File: src/rtl/reg_ctrl_pkg.sv
// Shared definitions for the register-control block family.
// Contents:
//   state_e    - two-state arbiter FSM encoding (ST_IDLE=0, ST_BUSY=1)
//   idx_w()    - index width for an N-entry selector ($clog2, at least 1 bit)
//   DEF_*      - default NREQ / WIDTH / HOLD values shared by sibling blocks
package reg_ctrl_pkg;

  localparam int DEF_NREQ  = 4;
  localparam int DEF_WIDTH = 4;
  localparam int DEF_HOLD  = 2;

  typedef enum logic {
    ST_IDLE = 1'b0,
    ST_BUSY = 1'b1
  } state_e;

  // A one-entry selector still needs a 1-bit index to keep vectors legal.
  function automatic int idx_w(input int n);
    return (n > 1) ? $clog2(n) : 1;
  endfunction

  localparam int DEF_IDX_W = idx_w(DEF_NREQ);

endpackage

File: src/rtl/reg_write_arbiter_if.sv
// Bus bundle between the requesters and reg_write_arbiter.
// Signals:
//   req   [NREQ]        per-requester level request
//   wdata [NREQ*WIDTH]  requester i data at [i*WIDTH +: WIDTH]
//   gnt   [NREQ]        one-hot registered grant
//   owner [IW]          index of last/current winner
//   q     [WIDTH]       shared register contents
//   busy                grant active
//   upd                 one-cycle pulse after q was loaded
// Modports: master = requester side, slave = arbiter side.
interface reg_write_arbiter_if
  import reg_ctrl_pkg::*;
#(
  parameter int NREQ  = DEF_NREQ,
  parameter int WIDTH = DEF_WIDTH
) ();

  localparam int IW = idx_w(NREQ);

  logic [NREQ-1:0]       req;
  logic [NREQ*WIDTH-1:0] wdata;
  logic [NREQ-1:0]       gnt;
  logic [IW-1:0]         owner;
  logic [WIDTH-1:0]      q;
  logic                  busy;
  logic                  upd;

  modport master (
    output req, wdata,
    input  gnt, owner, q, busy, upd
  );

  modport slave (
    input  req, wdata,
    output gnt, owner, q, busy, upd
  );

endinterface

File: src/rtl/reg_write_arbiter_rr_pick.sv
// rr_pick: combinational round-robin winner search.
// Ports:
//   req   [NREQ] in   request vector
//   ptr   [IW]   in   highest-priority index for this search
//   valid        out  at least one request set
//   idx   [IW]   out  first set bit of req at or above ptr, wrapping to 0
module rr_pick
  import reg_ctrl_pkg::*;
#(
  parameter int NREQ = DEF_NREQ,
  parameter int IW   = idx_w(NREQ)
) (
  input  logic [NREQ-1:0] req,
  input  logic [IW-1:0]   ptr,
  output logic            valid,
  output logic [IW-1:0]   idx
);

  // Scan offsets from farthest to nearest so the nearest hit to ptr is kept last.
  always_comb begin
    int cand_s;
    valid  = 1'b0;
    idx    = {IW{1'b0}};
    cand_s = 0;
    for (int k = NREQ - 1; k >= 0; k--) begin
      cand_s = ((int'(ptr) + k) >= NREQ) ? (int'(ptr) + k - NREQ) : (int'(ptr) + k);
      valid  = valid | req[IW'(cand_s)];
      idx    = req[IW'(cand_s)] ? IW'(cand_s) : idx;
    end
  end

endmodule

File: src/rtl/reg_write_arbiter.sv
// reg_write_arbiter: round-robin write arbiter owning a shared WIDTH-bit register.
// The winner's lane is captured into q on the grant edge; the winner then holds
// the grant for HOLD cycles. On the last grant edge a new request is arbitrated
// directly, giving back-to-back grants without an idle cycle.
// Ports:
//   clk          in   clock, rising edge
//   rst          in   synchronous active-low reset
//   bus (slave)  req/wdata in; gnt/owner/q/busy/upd out (all registered)
module reg_write_arbiter
  import reg_ctrl_pkg::*;
#(
  parameter int NREQ  = DEF_NREQ,
  parameter int WIDTH = DEF_WIDTH,
  parameter int HOLD  = DEF_HOLD
) (
  input  logic           clk,
  input  logic           rst,
  reg_write_arbiter_if.slave bus
);

  localparam int IW = idx_w(NREQ);
  localparam int CW = idx_w(HOLD);

  state_e           state_r;
  state_e           state_nxt_s;
  logic [IW-1:0]    ptr_r;
  logic [IW-1:0]    ptr_nxt_s;
  logic [CW-1:0]    cnt_r;
  logic [CW-1:0]    cnt_nxt_s;
  logic [WIDTH-1:0] q_r;
  logic [WIDTH-1:0] q_nxt_s;
  logic [NREQ-1:0]  gnt_r;
  logic [NREQ-1:0]  gnt_nxt_s;
  logic [IW-1:0]    owner_r;
  logic [IW-1:0]    owner_nxt_s;
  logic             busy_r;
  logic             busy_nxt_s;
  logic             upd_r;
  logic             upd_nxt_s;

  logic             pick_valid_s;
  logic [IW-1:0]    pick_idx_s;
  logic [WIDTH-1:0] lane_s [NREQ];
  logic             hold_active_s;
  logic             load_s;

  rr_pick #(
    .NREQ (NREQ),
    .IW   (IW)
  ) u_pick (
    .req   (bus.req),
    .ptr   (ptr_r),
    .valid (pick_valid_s),
    .idx   (pick_idx_s)
  );

  // Split the flat data bus into per-requester lanes.
  always_comb begin
    for (int i = 0; i < NREQ; i++) begin
      lane_s[i] = bus.wdata[i*WIDTH +: WIDTH];
    end
  end

  // Arbitration is open in IDLE and on the last cycle of a grant only.
  always_comb begin
    hold_active_s = (state_r == ST_BUSY) && (cnt_r != {CW{1'b0}});
    load_s        = (!hold_active_s) && pick_valid_s;
  end

  // State register plus all output and bookkeeping registers.
  always_ff @(posedge clk) begin
    if (!rst) begin
      state_r <= ST_IDLE;
      ptr_r   <= {IW{1'b0}};
      cnt_r   <= {CW{1'b0}};
      q_r     <= {WIDTH{1'b0}};
      gnt_r   <= {NREQ{1'b0}};
      owner_r <= {IW{1'b0}};
      busy_r  <= 1'b0;
      upd_r   <= 1'b0;
    end else begin
      state_r <= state_nxt_s;
      ptr_r   <= ptr_nxt_s;
      cnt_r   <= cnt_nxt_s;
      q_r     <= q_nxt_s;
      gnt_r   <= gnt_nxt_s;
      owner_r <= owner_nxt_s;
      busy_r  <= busy_nxt_s;
      upd_r   <= upd_nxt_s;
    end
  end

  // Next-state logic.
  always_comb begin
    state_nxt_s = state_r;
    case (state_r)
      ST_IDLE: begin
        if (load_s) begin
          state_nxt_s = ST_BUSY;
        end else begin
          state_nxt_s = ST_IDLE;
        end
      end
      ST_BUSY: begin
        if (hold_active_s || load_s) begin
          state_nxt_s = ST_BUSY;
        end else begin
          state_nxt_s = ST_IDLE;
        end
      end
      default: begin
        state_nxt_s = ST_IDLE;
      end
    endcase
  end

  // Next values of the registered outputs, pointer and hold counter.
  always_comb begin
    ptr_nxt_s   = ptr_r;
    cnt_nxt_s   = cnt_r;
    q_nxt_s     = q_r;
    gnt_nxt_s   = gnt_r;
    owner_nxt_s = owner_r;
    busy_nxt_s  = busy_r;
    upd_nxt_s   = 1'b0;
    if (load_s) begin
      q_nxt_s     = lane_s[pick_idx_s];
      gnt_nxt_s   = {{(NREQ-1){1'b0}}, 1'b1} << pick_idx_s;
      owner_nxt_s = pick_idx_s;
      upd_nxt_s   = 1'b1;
      busy_nxt_s  = 1'b1;
      cnt_nxt_s   = CW'(HOLD - 1);
      ptr_nxt_s   = (pick_idx_s == IW'(NREQ - 1)) ? {IW{1'b0}} : (pick_idx_s + IW'(1));
    end else if (hold_active_s) begin
      cnt_nxt_s = cnt_r - CW'(1);
    end else begin
      gnt_nxt_s  = {NREQ{1'b0}};
      busy_nxt_s = 1'b0;
      cnt_nxt_s  = {CW{1'b0}};
    end
  end

  assign bus.gnt   = gnt_r;
  assign bus.owner = owner_r;
  assign bus.q     = q_r;
  assign bus.busy  = busy_r;
  assign bus.upd   = upd_r;

endmodule
File: src/flat_wrapper.sv
// flat-port wrapper written by rule: the top's interface ports become plain ports
module reg_write_arbiter_flat import reg_ctrl_pkg::*;
#(
  parameter int NREQ  = DEF_NREQ,
  parameter int WIDTH = DEF_WIDTH,
  parameter int HOLD  = DEF_HOLD
)
  (clk, rst, bus_req, bus_wdata, bus_gnt, bus_owner, bus_q, bus_busy, bus_upd);
  reg_write_arbiter_if #(.NREQ(NREQ), .WIDTH(WIDTH)) bus_i ();
  input  logic clk;
  input  logic rst;
  input wire logic [$bits(bus_i.req)-1:0] bus_req;
  input wire logic [$bits(bus_i.wdata)-1:0] bus_wdata;
  output wire logic [$bits(bus_i.gnt)-1:0] bus_gnt;
  output wire logic [$bits(bus_i.owner)-1:0] bus_owner;
  output wire logic [$bits(bus_i.q)-1:0] bus_q;
  output wire logic [$bits(bus_i.busy)-1:0] bus_busy;
  output wire logic [$bits(bus_i.upd)-1:0] bus_upd;
  assign bus_i.req = bus_req;
  assign bus_i.wdata = bus_wdata;
  assign bus_gnt = bus_i.gnt;
  assign bus_owner = bus_i.owner;
  assign bus_q = bus_i.q;
  assign bus_busy = bus_i.busy;
  assign bus_upd = bus_i.upd;
  reg_write_arbiter #(.NREQ(NREQ), .WIDTH(WIDTH), .HOLD(HOLD)) u_core (.clk(clk), .rst(rst), .bus(bus_i));
endmodule
File: config.mk
export PLATFORM = sky130hd
export DESIGN_NAME = reg_write_arbiter_flat
export DESIGN_NICKNAME = d
export VERILOG_FILES = /design/src/rtl/reg_ctrl_pkg.sv /design/src/rtl/reg_write_arbiter_if.sv /design/src/rtl/reg_write_arbiter_rr_pick.sv /design/src/rtl/reg_write_arbiter.sv /design/src/flat_wrapper.sv
export SDC_FILE = /design/constraint.sdc
export NUM_CORES = 1
export LEC_CHECK = 0
export CAP_MARGIN = 25
export CORE_MARGIN = 2
export CORE_UTILIZATION = 44
export CTS_BUF_LIST = sky130_fd_sc_hd__clkbuf_16
export CTS_CLUSTER_DIAMETER = 60
export CTS_CLUSTER_SIZE = 20
export DETAILED_ROUTE_END_ITERATION = 16
export GPL_TIMING_DRIVEN = 0
export PLACE_DENSITY_LB_ADDON = 0.12
export SYNTH_ARGS = -nofsm -noshare
export SYNTH_HDL_FRONTEND = slang
export SYNTH_HIERARCHICAL = 1
export SYNTH_SLANG_ARGS = --single-unit
File: constraint.sdc
create_clock -name clk -period 5.22 [get_ports clk]
set_input_delay 0.783 -clock clk [delete_from_list [all_inputs] [get_ports clk]]
set_output_delay 0.783 -clock clk [all_outputs]
set_load 0.02 [all_outputs]
==> results.tsv <==
stage	metric	value	unit
power	Leak Pwr	0.498	nW
yosys	FF+latch count, synth	16	
global_route	largest net degree at the start of global routing	11	
critical_path	Startpoint Class	input port	
cts	CTS tree	yes	
cts	post-CTS sizing	0	
drt	detailed-route via count	710	
floorplan	Initial Util	0.472	
floorplan	Die ar.	2230	um2
worst_hold_path	Min-Delay Path Class	reg -> reg	
sta	Fin Setup TNS	0	ns
global_route	Tot GR Track Use	0.200	
global_route	gr ovfl total	0	
final_layout	area occupied by multi-input gates	458	um2
yosys	dominant synthesized flop cell	dfxtp_1	
floorplan	DIE WIDTH	47.3	um
yosys	Mapped Cells	82	
sta	RSZ-0062 raised after global routing	false	
yosys	Async S/R FF share, synth	0	
yosys	Compound-Gate Fraction of Synth Area	0.137	
yosys	Syn Nets	108	
floorplan	IO Pins	34	
yosys	most frequent cells after synthesis	dfxtp_1 (16), nand3_1 (8), nand2_1 (7)	
final_layout	Layout area overhead	53.5	%
cts	H-tree depth	1	
critical_path	Worst R2R Path Depth	7	
critical_path	Crit Path Max Fanout	8	
cts	root buffer cell	clkbuf_16	
critical_path	crit path DAT	2.69	ns
final_layout	fin nets	146	
sta	fmax	391	MHz
critical_path	CP Class	in -> reg	
yosys	most common cell in the netlist	dfxtp_1	
cts	clk_lat worst skew	0.24	ns
yosys	sequential area share after synthesis	0.389	
global_route	vias in the first global route	697	
cts	Clock Sinks	16	
place	Final Wtd Congestion	0.720	
power	pwr dens	335	nW/um2
sta	min Tclk post-route	2.56	ns
critical_path	critical path required time	5.35	ns
cts	Clock Pin Slew Worst Setup and Hold Paths	0.05	ns
floorplan	row count	15	
sta	clock skew	0.00100	ns
final_layout	fillcell total	155	
sta	Fin. Hold Viols	0	
final_layout	FF/Latch Area	320	um2
sta	worst-margin pin slew	0.625	ns
power	maximum VDD drop	0.198	mV
place	Place WS	2.43	ns
place	DP HPWL	1.40	mm
yosys	Synth area leader	dfxtp_1	
yosys	mux contribution to synthesized area	0.170	
place	IO Port Bufs	33	
yosys	Synth cell types	24	
sta	Max transition margin	0.582	
drt	routed length per placed instance	12.9	um
cts	worst-case clock buffer depth	2	
yosys	post-synthesis adder-cell area fraction	0.0608	
cts	# hold bufs at CTS	0	
global_route	first-pass GRT wire length	2.99	mm
cts	CTS Buf Count	3	
drt	DRC Markers	0	
sta	crit share post-route	0.490	
yosys	Post-Synth XOR/XNOR Area	0	
yosys	largest family of logic cells by synthesized area	simple AND/OR/NAND/NOR gates	
yosys	Area contributors post-synth	dfxtp_1 (39%), mux4_2 (11%), ha_1 (6.1%)	
cts	postcts setup bufs	0	
floorplan	Die Y	47.3	um
drt	drt via density	4.93	
global_route	initial antenna violation count	0	
critical_path	Worst setup EP type	flip-flop	
sta	final critical-path setup slack	2.66	ns
drt	DRT Pass-1 Iters	3	
yosys	EDFF count, synth	0	
final_layout	Antenna Diode Count	0	
final_layout	layout cells sized above 1	0.118	
yosys	Synth Warn #	6	
run	max-cap violations	0	
final_layout	final core occ	0.724	
sta	final setup fails	0	
yosys	post-synthesis simple-gate area fraction	0.188	
drt	initial DRC count	2	
yosys	mapped cell area	823	um2
yosys	Avg Cell Area, Syn	10.0	um2
drt	ANT nets after route	0	
floorplan	CORE AREA	1750	um2
drt	WL final	1.86	mm
yosys	top cell type's share of synthesized area	0.389	
outcome	status	completed	
sta	Max Slew Vio Count	0	
worst_hold_path	Hold Path Depth	2	
report_power, final:
| part | total, mW | leakage, nW | internal [mW] | switching (mW) |
|---|---|---|---|---|
| Combinational | 0.130 | 0.327 | 0.0715 | 0.0580 |
| Sequential | 0.147 | 0.133 | 0.138 | 0.00935 |
| Clock | 0.147 | 0.0385 | 0.101 | 0.0454 |
critical path, stage by stage:
cell	delay, ns
clkdlybuf4s50_1	0.44
nor3b_1	0.23
a211oi_1	0.08
nor2_1	0.50
inv_1	0.14
ha_1	0.32
mux2i_1	0.14
nor2b_1	0.06
area by class of cell:
cell class | count | area share
flip-flops and latches | 16 | 0.253
well taps | 25 | 0.0248
clock buffers | 3 | 0.0594
clock inverters | 1 | 0.00297
multi-input cells | 58 | 0.362
inverters | 2 | 0.00594
repair buffers | 33 | 0.261
plain buffers | 6 | 0.0297
through the flow:
stage                     instances  area [um2]  total power [mW]  hold WS (ns)
after floorplan                  82         823             0.227         0.529
after global placement          140        1180             0.276         0.448
after detailed placement        140        1180             0.280         0.454
after CTS                       144        1260             0.429         0.461
after global routing            144        1260             0.448         0.488
final                           144        1260             0.424         0.460
flip-flops by register name (all words and copies together) (netlist names), named ones only:
name	count
u_core/bus.owner	2
u_core/bus.q	4
u_core/bus.gnt	4
u_core/bus.busy	1
u_core/cnt_r	1
u_core/ptr_r	2
u_core/bus.upd	1
final timing paths:
path | from | endpoint | slack [ns]
worst max-delay path | bus_req[1] | u_core/ptr_r[1] | 2.66
worst min register to register | u_core/bus.q[3] | u_core/bus.q[3] | 0.46
worst max register to register | u_core/ptr_r[0] | u_core/ptr_r[1] | 3.27
worst min-delay path | u_core/bus.q[3] | u_core/bus.q[3] | 0.46
cell families after synthesis:
group / Yosys count
simple gates: 31
flops: 16
compound gates: 14
mux: 9
buf+inv: 8
fa+ha+maj: 4
placed cells by master (no fill, tap or decap):
master,netlist,final
ha_1,4,4
inv_1,2,2
clkbuf_16,0,3
buf_4,1,1
mux2i_1,5,5
buf_6,1,1
a211oi_2,1,1
mux4_2,4,4
a21boi_0,4,4
clkbuf_1,1,1
a21boi_2,1,1
a21oi_1,2,2
nor2_1,5,5
clkbuf_2,2,2
buf_2,1,1
a31oi_1,1,1
o2bb2ai_1,4,4
nor3b_1,1,1
nand3_1,8,8
a211oi_1,1,1
clkinv_1,0,1
nand2_1,7,7
dfxtp_1,16,16
nand2b_1,2,2
nor2b_1,6,6
and2_1,2,2
clkdlybuf4s50_1,0,33
per-layer routing:
metal	vias up	wire length, um	share of wire	GRT usage
li1	362	-	-	-
met1	333	739	0.40	0.201
met2	13	1040	0.56	0.392
met3	2	71	0.038	0.0269
met4	0	10	0.0054	0.100
met5	-	0	0	0
(Power assumes the default switching activity.)
